==> config.mk <==
export PLATFORM = sky130hd
export DESIGN_NAME = glm_dot_modify
export DESIGN_NICKNAME = d
export VERILOG_FILES = /design/src/rtl/glm_dot_modify.sv
export SDC_FILE = /design/constraint.sdc
export NUM_CORES = 2
export LEC_CHECK = 0
export CAP_MARGIN = 5
export CELL_PAD_IN_SITES_DETAIL_PLACEMENT = 0
export CELL_PAD_IN_SITES_GLOBAL_PLACEMENT = 1
export CORE_UTILIZATION = 45
export DETAILED_ROUTE_END_ITERATION = 6
export GPL_TIMING_DRIVEN = 0
export PLACE_DENSITY_LB_ADDON = 0.1
export SLEW_MARGIN = 10
export SYNTH_ARGS = -nofsm -noshare
export SYNTH_HDL_FRONTEND = slang
export SYNTH_SLANG_ARGS = --single-unit
export TNS_END_PERCENT = 100
==> constraint.sdc <==
create_clock -name clk -period 46.9 [get_ports clk]
set_clock_uncertainty 0.2 [all_clocks]
set_input_delay 9.38 -clock clk [delete_from_list [all_inputs] [get_ports clk]]
set_output_delay 9.38 -clock clk [all_outputs]
set_load 0.005 [all_outputs]
==> src/rtl/glm_dot_modify.sv <==
// glm_dot_modify: float32 scalar = (dot - label) * step_size stage; the label subtract is enabled by GLM_MODIFY_LABEL_SUB_EN
module glm_dot_modify #(
  parameter int MEM_LATENCY = 2,
  parameter int SUB_LATENCY = 3,
  parameter int MUL_LATENCY = 3,
  parameter int HOLD_DEPTH = 4,
  parameter int NUM_REGS = 8
) (
  input  logic         clk,
  input  logic         reset,
  input  logic         op_start,
  output logic         op_done,
  input  logic [31:0]  regs [NUM_REGS],
  input  logic [31:0]  fifo_dot_rdata,
  input  logic         fifo_dot_rvalid,
  input  logic         fifo_dot_empty,
  output logic         fifo_dot_re,
  input  logic [511:0] mem_labels_rdata,
  input  logic         mem_labels_rvalid,
  output logic         mem_labels_re,
  output logic [15:0]  mem_labels_raddr,
  output logic         fifo_scalar_we,
  output logic [31:0]  fifo_scalar_wdata,
  input  logic         fifo_scalar_full,
  input  logic         fifo_scalar_almostfull
);
`ifdef GLM_MODIFY_LABEL_SUB_EN
  localparam bit SUB = 1'b1;
`else
  localparam bit SUB = 1'b0;
`endif
  localparam int AW = $clog2(HOLD_DEPTH);
  localparam logic [31:0] QNAN = 32'h7FC00000;
  function automatic logic [31:0] fadd(input logic [31:0] p, input logic [31:0] q);
    logic [31:0] a, b, r;
    logic [7:0] ea, eb, d;
    logic [26:0] x, y;
    logic [27:0] s;
    logic [9:0] e;
    logic up;
    a = p[30:0] >= q[30:0] ? p : q;
    b = p[30:0] >= q[30:0] ? q : p;
    ea = a[30:23] == 8'd0 ? 8'd1 : a[30:23];
    eb = b[30:23] == 8'd0 ? 8'd1 : b[30:23];
    x = {a[30:23] != 8'd0, a[22:0], 3'b000};
    y = {b[30:23] != 8'd0, b[22:0], 3'b000};
    d = ea - eb;
    y = d > 8'd26 ? {26'd0, |y} : (y >> d) | {26'd0, |(y & ~({27{1'b1}} << d))};
    s = a[31] == b[31] ? {1'b0, x} + {1'b0, y} : {1'b0, x} - {1'b0, y};
    e = {2'b00, ea};
    if (s[27]) begin
      s = {1'b0, s[27:2], s[1] | s[0]};
      e = e + 10'd1;
    end
    for (int i = 0; i < 26; i++)
      if (!s[26] && e > 10'd1) begin
        s = s << 1;
        e = e - 10'd1;
      end
    up = s[2] & (s[3] | s[1] | s[0]);
    // rounding carry ripples into the exponent field, covering subnormal->normal and overflow->inf
    r = {a[31], s[26] ? e[7:0] : 8'd0, s[25:3]} + {31'd0, up};
    if (e > 10'd254) r = {a[31], 8'hFF, 23'd0};
    if (s == 28'd0) r = {a[31] & b[31], 31'd0};
    if (a[30:23] == 8'hFF) r = (a[22:0] != 23'd0 || (b[30:23] == 8'hFF && a[31] != b[31])) ? QNAN : a;
    return r;
  endfunction
  function automatic logic [31:0] fmul(input logic [31:0] a, input logic [31:0] b);
    logic sg, up;
    logic [47:0] m, lost;
    logic [31:0] r;
    int e, sh;
    sg = a[31] ^ b[31];
    m = {24'd0, a[30:23] != 8'd0, a[22:0]} * {24'd0, b[30:23] != 8'd0, b[22:0]};
    e = int'(a[30:23] == 8'd0 ? 8'd1 : a[30:23]) + int'(b[30:23] == 8'd0 ? 8'd1 : b[30:23]) - 126;
    for (int i = 0; i < 47; i++)
      if (!m[47] && m != 48'd0) begin
        m = m << 1;
        e = e - 1;
      end
    sh = 1 - e;
    if (e < 1) begin
      lost = sh > 47 ? m : m & ~({48{1'b1}} << sh);
      m = sh > 47 ? 48'd0 : m >> sh;
      m[0] = m[0] | (|lost);
      e = 1;
    end
    up = m[23] & (m[24] | (|m[22:0]));
    r = {sg, m[47] ? e[7:0] : 8'd0, m[46:24]} + {31'd0, up};
    if (e > 254) r = {sg, 8'hFF, 23'd0};
    if (a[30:0] == 31'd0 || b[30:0] == 31'd0) r = {sg, 31'd0};
    if (a[30:23] == 8'hFF || b[30:23] == 8'hFF)
      r = ((a[30:23] == 8'hFF && a[22:0] != 23'd0) || (b[30:23] == 8'hFF && b[22:0] != 23'd0) ||
           a[30:0] == 31'd0 || b[30:0] == 31'd0) ? QNAN : {sg, 8'hFF, 23'd0};
    return r;
  endfunction
  typedef enum logic [1:0] {IDLE, RUN, DRAIN} state_t;
  state_t state;
  logic [15:0] num, off, issued, written, inflight, wr_next;
  logic [31:0] step;
  logic [31:0] dot_buf [HOLD_DEPTH];
  logic [31:0] lab_buf [HOLD_DEPTH];
  logic [3:0] sel_buf [HOLD_DEPTH];
  logic [AW:0] dot_wp, dot_rp, lab_wp, lab_rp, sel_wp, sel_rp;
  logic [SUB_LATENCY-1:0] sub_v;
  logic [MUL_LATENCY-1:0] mul_v;
  logic [31:0] sub_d [SUB_LATENCY];
  logic [31:0] mul_d [MUL_LATENCY];
  logic iss, fire, unused;
  logic [31:0] dot_head, lab_head;
  assign inflight = issued - written;
  assign wr_next = written + {15'd0, fifo_scalar_we};
  assign iss = state == RUN && !fifo_dot_empty && !fifo_scalar_almostfull && issued < num && inflight < 16'(HOLD_DEPTH);
  assign dot_head = dot_buf[dot_rp[AW-1:0]];
  assign lab_head = lab_buf[lab_rp[AW-1:0]];
  assign fire = dot_wp != dot_rp && (lab_wp != lab_rp || !SUB);
  assign fifo_scalar_we = mul_v[MUL_LATENCY-1];
  assign fifo_scalar_wdata = mul_d[MUL_LATENCY-1];
  always_comb begin
    unused = MEM_LATENCY < 0;
    for (int i = 0; i < NUM_REGS; i++) unused = unused ^ (^regs[i]);
  end
  always_ff @(posedge clk) begin
    if (reset) begin
      state <= IDLE;
      op_done <= 1'b0;
      fifo_dot_re <= 1'b0;
      mem_labels_re <= 1'b0;
      mem_labels_raddr <= 16'd0;
      {num, off, issued, written, step} <= '0;
      {dot_wp, dot_rp, lab_wp, lab_rp, sel_wp, sel_rp} <= '0;
      sub_v <= '0;
      mul_v <= '0;
      for (int i = 0; i < SUB_LATENCY; i++) sub_d[i] <= 32'd0;
      for (int i = 0; i < MUL_LATENCY; i++) mul_d[i] <= 32'd0;
    end else begin
      op_done <= 1'b0;
      fifo_dot_re <= iss;
      mem_labels_re <= iss && SUB;
      if (iss) begin
        mem_labels_raddr <= off + {4'd0, issued[15:4]};
        issued <= issued + 16'd1;
      end
      if (iss && SUB) begin
        sel_buf[sel_wp[AW-1:0]] <= issued[3:0];
        sel_wp <= sel_wp + 1'b1;
      end
      // stray returns after a reset arrive while idle and are dropped
      if (fifo_dot_rvalid && state != IDLE) begin
        dot_buf[dot_wp[AW-1:0]] <= fifo_dot_rdata;
        dot_wp <= dot_wp + 1'b1;
      end
      if (mem_labels_rvalid && state != IDLE && SUB) begin
        lab_buf[lab_wp[AW-1:0]] <= mem_labels_rdata[{sel_buf[sel_rp[AW-1:0]], 5'd0} +: 32];
        lab_wp <= lab_wp + 1'b1;
        sel_rp <= sel_rp + 1'b1;
      end
      if (fire) begin
        dot_rp <= dot_rp + 1'b1;
        if (SUB) lab_rp <= lab_rp + 1'b1;
      end
      sub_v[0] <= fire && SUB;
      sub_d[0] <= fadd(dot_head, lab_head ^ 32'h80000000);
      for (int i = 1; i < SUB_LATENCY; i++) begin
        sub_v[i] <= sub_v[i-1];
        sub_d[i] <= sub_d[i-1];
      end
      mul_v[0] <= SUB ? sub_v[SUB_LATENCY-1] : fire;
      mul_d[0] <= fmul(SUB ? sub_d[SUB_LATENCY-1] : dot_head, step);
      for (int i = 1; i < MUL_LATENCY; i++) begin
        mul_v[i] <= mul_v[i-1];
        mul_d[i] <= mul_d[i-1];
      end
      written <= wr_next;
      case (state)
        IDLE: if (op_start) begin
          num <= regs[3][15:0];
          off <= regs[4][15:0];
          step <= regs[5];
          issued <= 16'd0;
          written <= 16'd0;
          op_done <= regs[3][15:0] == 16'd0;
          state <= regs[3][15:0] == 16'd0 ? IDLE : RUN;
        end
        RUN: if (issued == num) state <= DRAIN;
        default: if (wr_next == num) begin
          op_done <= 1'b1;
          state <= IDLE;
        end
      endcase
    end
  end
  assert property (@(posedge clk) disable iff (reset) fifo_scalar_we |-> !fifo_scalar_full)
    else $fatal(1, "scalar FIFO written while full");
endmodule

# Word level (Yosys, flattened, before mapping)
# Memories as Yosys holds them, arrays and structs flattened. A register that Yosys moved wholly into a read port is not among the register bits.
# Cells that the tools add are included.
# word_totals
in_bits	808
word_cells	493
mem_bits_rw	224
latch_bits	0
output_inout_bits	52
regBits	125
rom_bits	0
mem_count	2
# mem_list
name	words	width	rd	rd_ports_with_merged_regs	write_ports	line	rtl
dot_buf	4	32	1	1	1	101	logic [31:0] dot_buf [HOLD_DEPTH];
mul_d	3	32	3	0	3	108	logic [31:0] mul_d [MUL_LATENCY];
# op_classes
n_eq_ne	8
n_addsub	57
n_shift	2
bitwise	9
n_mul	1
n_reduce_logical	171
div	0
n_lt_le_gt_ge	5
muxes	226
# op_table
operator	count
$mux 48	98
$mux 32	104
$reduce_bool 48->1	47
$sub 32x2->32 const B	46
$mux 16	5
$logic_not 31->1	2
$logic_and 1x1->1	54
$logic_not 1->1	49
$and 48x48->48	1
$mul 24x24->48	1
$not 48->48	1
$reduce_or 48->1	1
$shl 48x32->48 const A	1
$shr 48x32->48	1
$reduce_bool 23->1	2
$add 32x1->32	1
$eq 16x16->1	2
$gt 32x7->1 const B	1
$gt 32x9->1 const B	1
$lt 32x2->1 const B	1
$sub 2x32->32 const A	1
$mux 8	3
$reduce_or 23->1	1
$add 16x1->16	1
30 further kinds	54

# Depth between registers and ports, before layout
# depth
ltp_word	208
mapped_depth	204
depth_no_buf	191

# Worst setup path before layout
# Ideal clock, no wire load.
# synth_timing
path_type	register to register
from	register (tool-made name)
to	memory mul_d[0][30]
setup_time_ns	0.095
arrival_ns	41.362
period_less_slack_ns	41.657
path_buffers	11
required_time_ns	46.605
setup_slack_ns	5.243
stages_incl_launch_ff	188
path_cell_list	dfxtp_1 -> clkbuf_1 -> buf_1 -> buf_1 -> mux4_2 -> nor4_1 -> nand2_1 -> clkbuf_1 -> and2_1 -> fa_1 -> fa_1 -> fa_1 -> inv_1 -> fa_1 -> inv_1 -> fa_1 -> inv_1 -> fa_1 -> [... 152 more ...] -> xnor3_1 -> nor3_2 -> xnor3_1 -> xor2_1 -> or3_1 -> and2_1 -> buf_4 -> buf_4 -> or4_1 -> and2_1 -> nor2b_1 -> ha_1 -> o2111ai_1 -> or4_1 -> buf_6 -> nand4bb_4 -> or4_1 -> o311ai_1
# synth_lines
item	line
to (decl)	108

==> impl_results.md <==
* Maximum buffer depth of the clock tree at 3
* Fin. max-slew vios at 0
* Mapped Nets at 13900
* Drt total wl at 344 mm
* Syn avg cell area at 7.35 um2
* Mapped Cells at 12300
* Leading post-synthesis cells by cell area: fa_1 (11%), nand2_1 (6.5%), xnor2_1 (5.6%), dfxtp_1 (4.9%), nor2_1 (4.5%)
* Global-route wire length before repair at 536 mm
* Worst EP required at 47.16 ns
* Initial Utilization at 45.3%
* CP max FO at 28
* Gr ovfl total at 0
* CP Buf/Inv Count at 18
* Delay-heaviest family, CP: adder cells
* Synth Area in Adders at 14.9%
* ANT cells at 0
* Layout cell share with drive strength beyond 1 at 7.65%
* CP Class: register to register
* Largest family of logic cells by synthesized area: simple AND/OR/NAND/NOR gates
* Synth Area in Compound Gates at 23.5%
* Worst hold margin at 0.240 ns
* Seq/Total Area, Yosys at 9.19%
* Largest net degree at the start of global routing at 32
* Vias per inst at 6.22
* CP peak stage delay at 0.65 ns
* Share of the synthesized area in the top cell type at 10.7%
* Simple-gate share of the synthesized area at 29.1%
* Number of unique standard cell types used by synthesis at 173
* Hold Buf Count CTS at 0
* GP Congestion at 0.974
* Post-DRT Antenna Nets at 0
* Nets at 14100
* Final worst-path cycle share at 95.1%
* Met1 Track Usage GR at 45.5%
* I/O pin cnt at 860
* Synthesized flop and latch total at 351
* Vias in the first global route at 91900
* Global router's overall resource usage at 32.7%
* CP most frequent cell: ha_1
* Least-Margin Pin Slew at 1.21 ns
* Core Area at 200000 um2
* HPWL after DPL at 285 mm
* H-tree levels at 1
* Place WS at -4.19 ns
* DP Cell Count at 15100
* Clock latency on the worst-skew pair at 0.57 ns
* DRT Pass-1 Iters at 6
* Clk root buf: clkbuf_16
* Chip Width at 450 um
* Max-Cap Viols at 0
* Multiplexer area fraction after synthesis at 4.90%
* Post-Layout Cell Count at 15200
* Max-slew headroom at 19.4%
* Initial antenna violation count at 1
* Fmax at 22.4 MHz
* Setup TNS at 0 ns
* CP Capture Type: register
* Worst setup margin at 2.30 ns
* Clock Sink Count at 351
* Synth Flop Type: dfxtp_1
* Synth warn at 0
* Fill count at 20300
* CTS Buf Count at 28
* Via Count at 94500
* Met2 GRT Util at 53.3%
* Initial DRC Count at 8534
* Worst Setup Start Kind: register
* Die area at 203000 um2
* Largest area contributor in the netlist: fa_1
* Status: complete, no violations
* HP Class: register to register
* Highest-delay cell along the critical path: or4b_2
* EDFF count, synth at 128
* Site row count at 164
* CP arrival at 44.86 ns
* Die Ht at 450 um
* Commonest non-fill, non-tap cell in the layout: nand2_1
* Area delta synth->final at 7.87%
* Commonest non-fill, non-tap cells in the layout: nand2_1 (1553), nor2_1 (1082), a21oi_1 (780)
* Post-synth ARST share at 0%
* CTS tree: yes
* Clock slew at reported path FFs at 0.08 ns
* Min Tclk post-route at 44.60 ns
* Setup Viol. Count Final at 0
* GR peak layer: met2
* # DRC at 0
* Port Buffer Count at 152
* Routed length per placed instance at 22.6 um
* Post-Synthesis Cell Area at 90400 um2
* Final hold vios at 0
* Xor/xnor cell area share of the yosys netlist at 12.1%
* Met3 GRT Util at 4.36%
## layout make-up
cell class	instances	area (um2)	area share, %
repair buffers	197	1950	2.00
plain buffers	638	2990	3.07
multi-input cells	10600	77100	79.1
clock inverters	18	175	0.180
flip-flops and latches	351	8310	8.52
well taps	2656	3320	3.41
clock buffers	33	793	0.814
inverters	745	2800	2.87
## worst reg2reg max path: cells and delay by family (launching register included)
kind | cells | cell delay [ns]
simple gates | 65 | 13.83
fa+ha+maj | 41 | 14.22
buf+inv | 18 | 2.88
xor+xnor | 7 | 2.44
compound gates | 38 | 8.21
flops | 1 | 0.41
mux | 9 | 2.23
## routing by layer
layer / up-vias / wire length [um]
met5: - / 13
met2: 3349 / 155000
met1: 46100 / 155000
met3: 447 / 25200
met4: 2 / 8910
li1: 44600 / -
## per-stage QoR
| stage | util, % | cell area (um2) |
|---|---|---|
| 2_1_floorplan | - | 90400 |
| 3_3_place_gp | 47.7 | 95200 |
| 3_5_place_dp | 47.8 | 95500 |
| 4_1_cts | 48.4 | 96600 |
| 5_1_grt | 48.8 | 97500 |
| 6_report | 48.8 | 97500 |
## synth_stat cells (all sizes together) (129+ instances only)
cell and instances:
or3 165, fa 484, a211oi 188, nand2 1560, inv 742, nor2b 140
dfxtp 223, nand4 170, o211ai 179, nor4 144, a31oi 129, mux2i 279
o21ai 653, buf 221, a21oi 808, nand2b 131, and3 167, and2 376
xnor2 659, clkbuf 422, nor3 449, xor2 291, nor2 1102, nand3 412
ha 292
## path summary, 6_finish.rpt
kind	start	endpoint	slack [ns]	depth (start not counted)
max	register	mul_d[0][30]	2.30	178
min reg2reg	mul_d[0][31]	mul_d[0][63]	0.24	1
min	mul_d[0][31]	mul_d[0][63]	0.24	1
max reg2reg	register	mul_d[0][30]	2.30	178
## logic make-up after synthesis
kind of cell | Yosys count
XOR/XNOR | 1011
other | 1
multiplexers | 388
adder cells (fa/ha/maj) | 788
AND/OR/NAND/NOR | 5244
buffers and inverters | 1388
AO/OA/AOI/OAI | 3129
flip-flops | 351
## sequential cells by signal, summed over array words and instances, names as in the netlist, named ones only
signal and cells:
num 16, op_done 1, fifo_dot_re 1, written 16, state 2, dot_wp 3, dot_rp 3, mem_labels_raddr 16
dot_buf 128, issued 16, mul_v 3, mul_d 96, off 16, step 32
## repair_timing
item,CTS,global route
buffers inserted,6,25
setup endpoints to repair,31,31
endpoints found under the hold margin,0,0
gates resized for setup,54,161
pin swaps,3,17
Power is not shown: default switching activity piles up to over one toggle a cycle in this logic, so the estimate is an artifact.
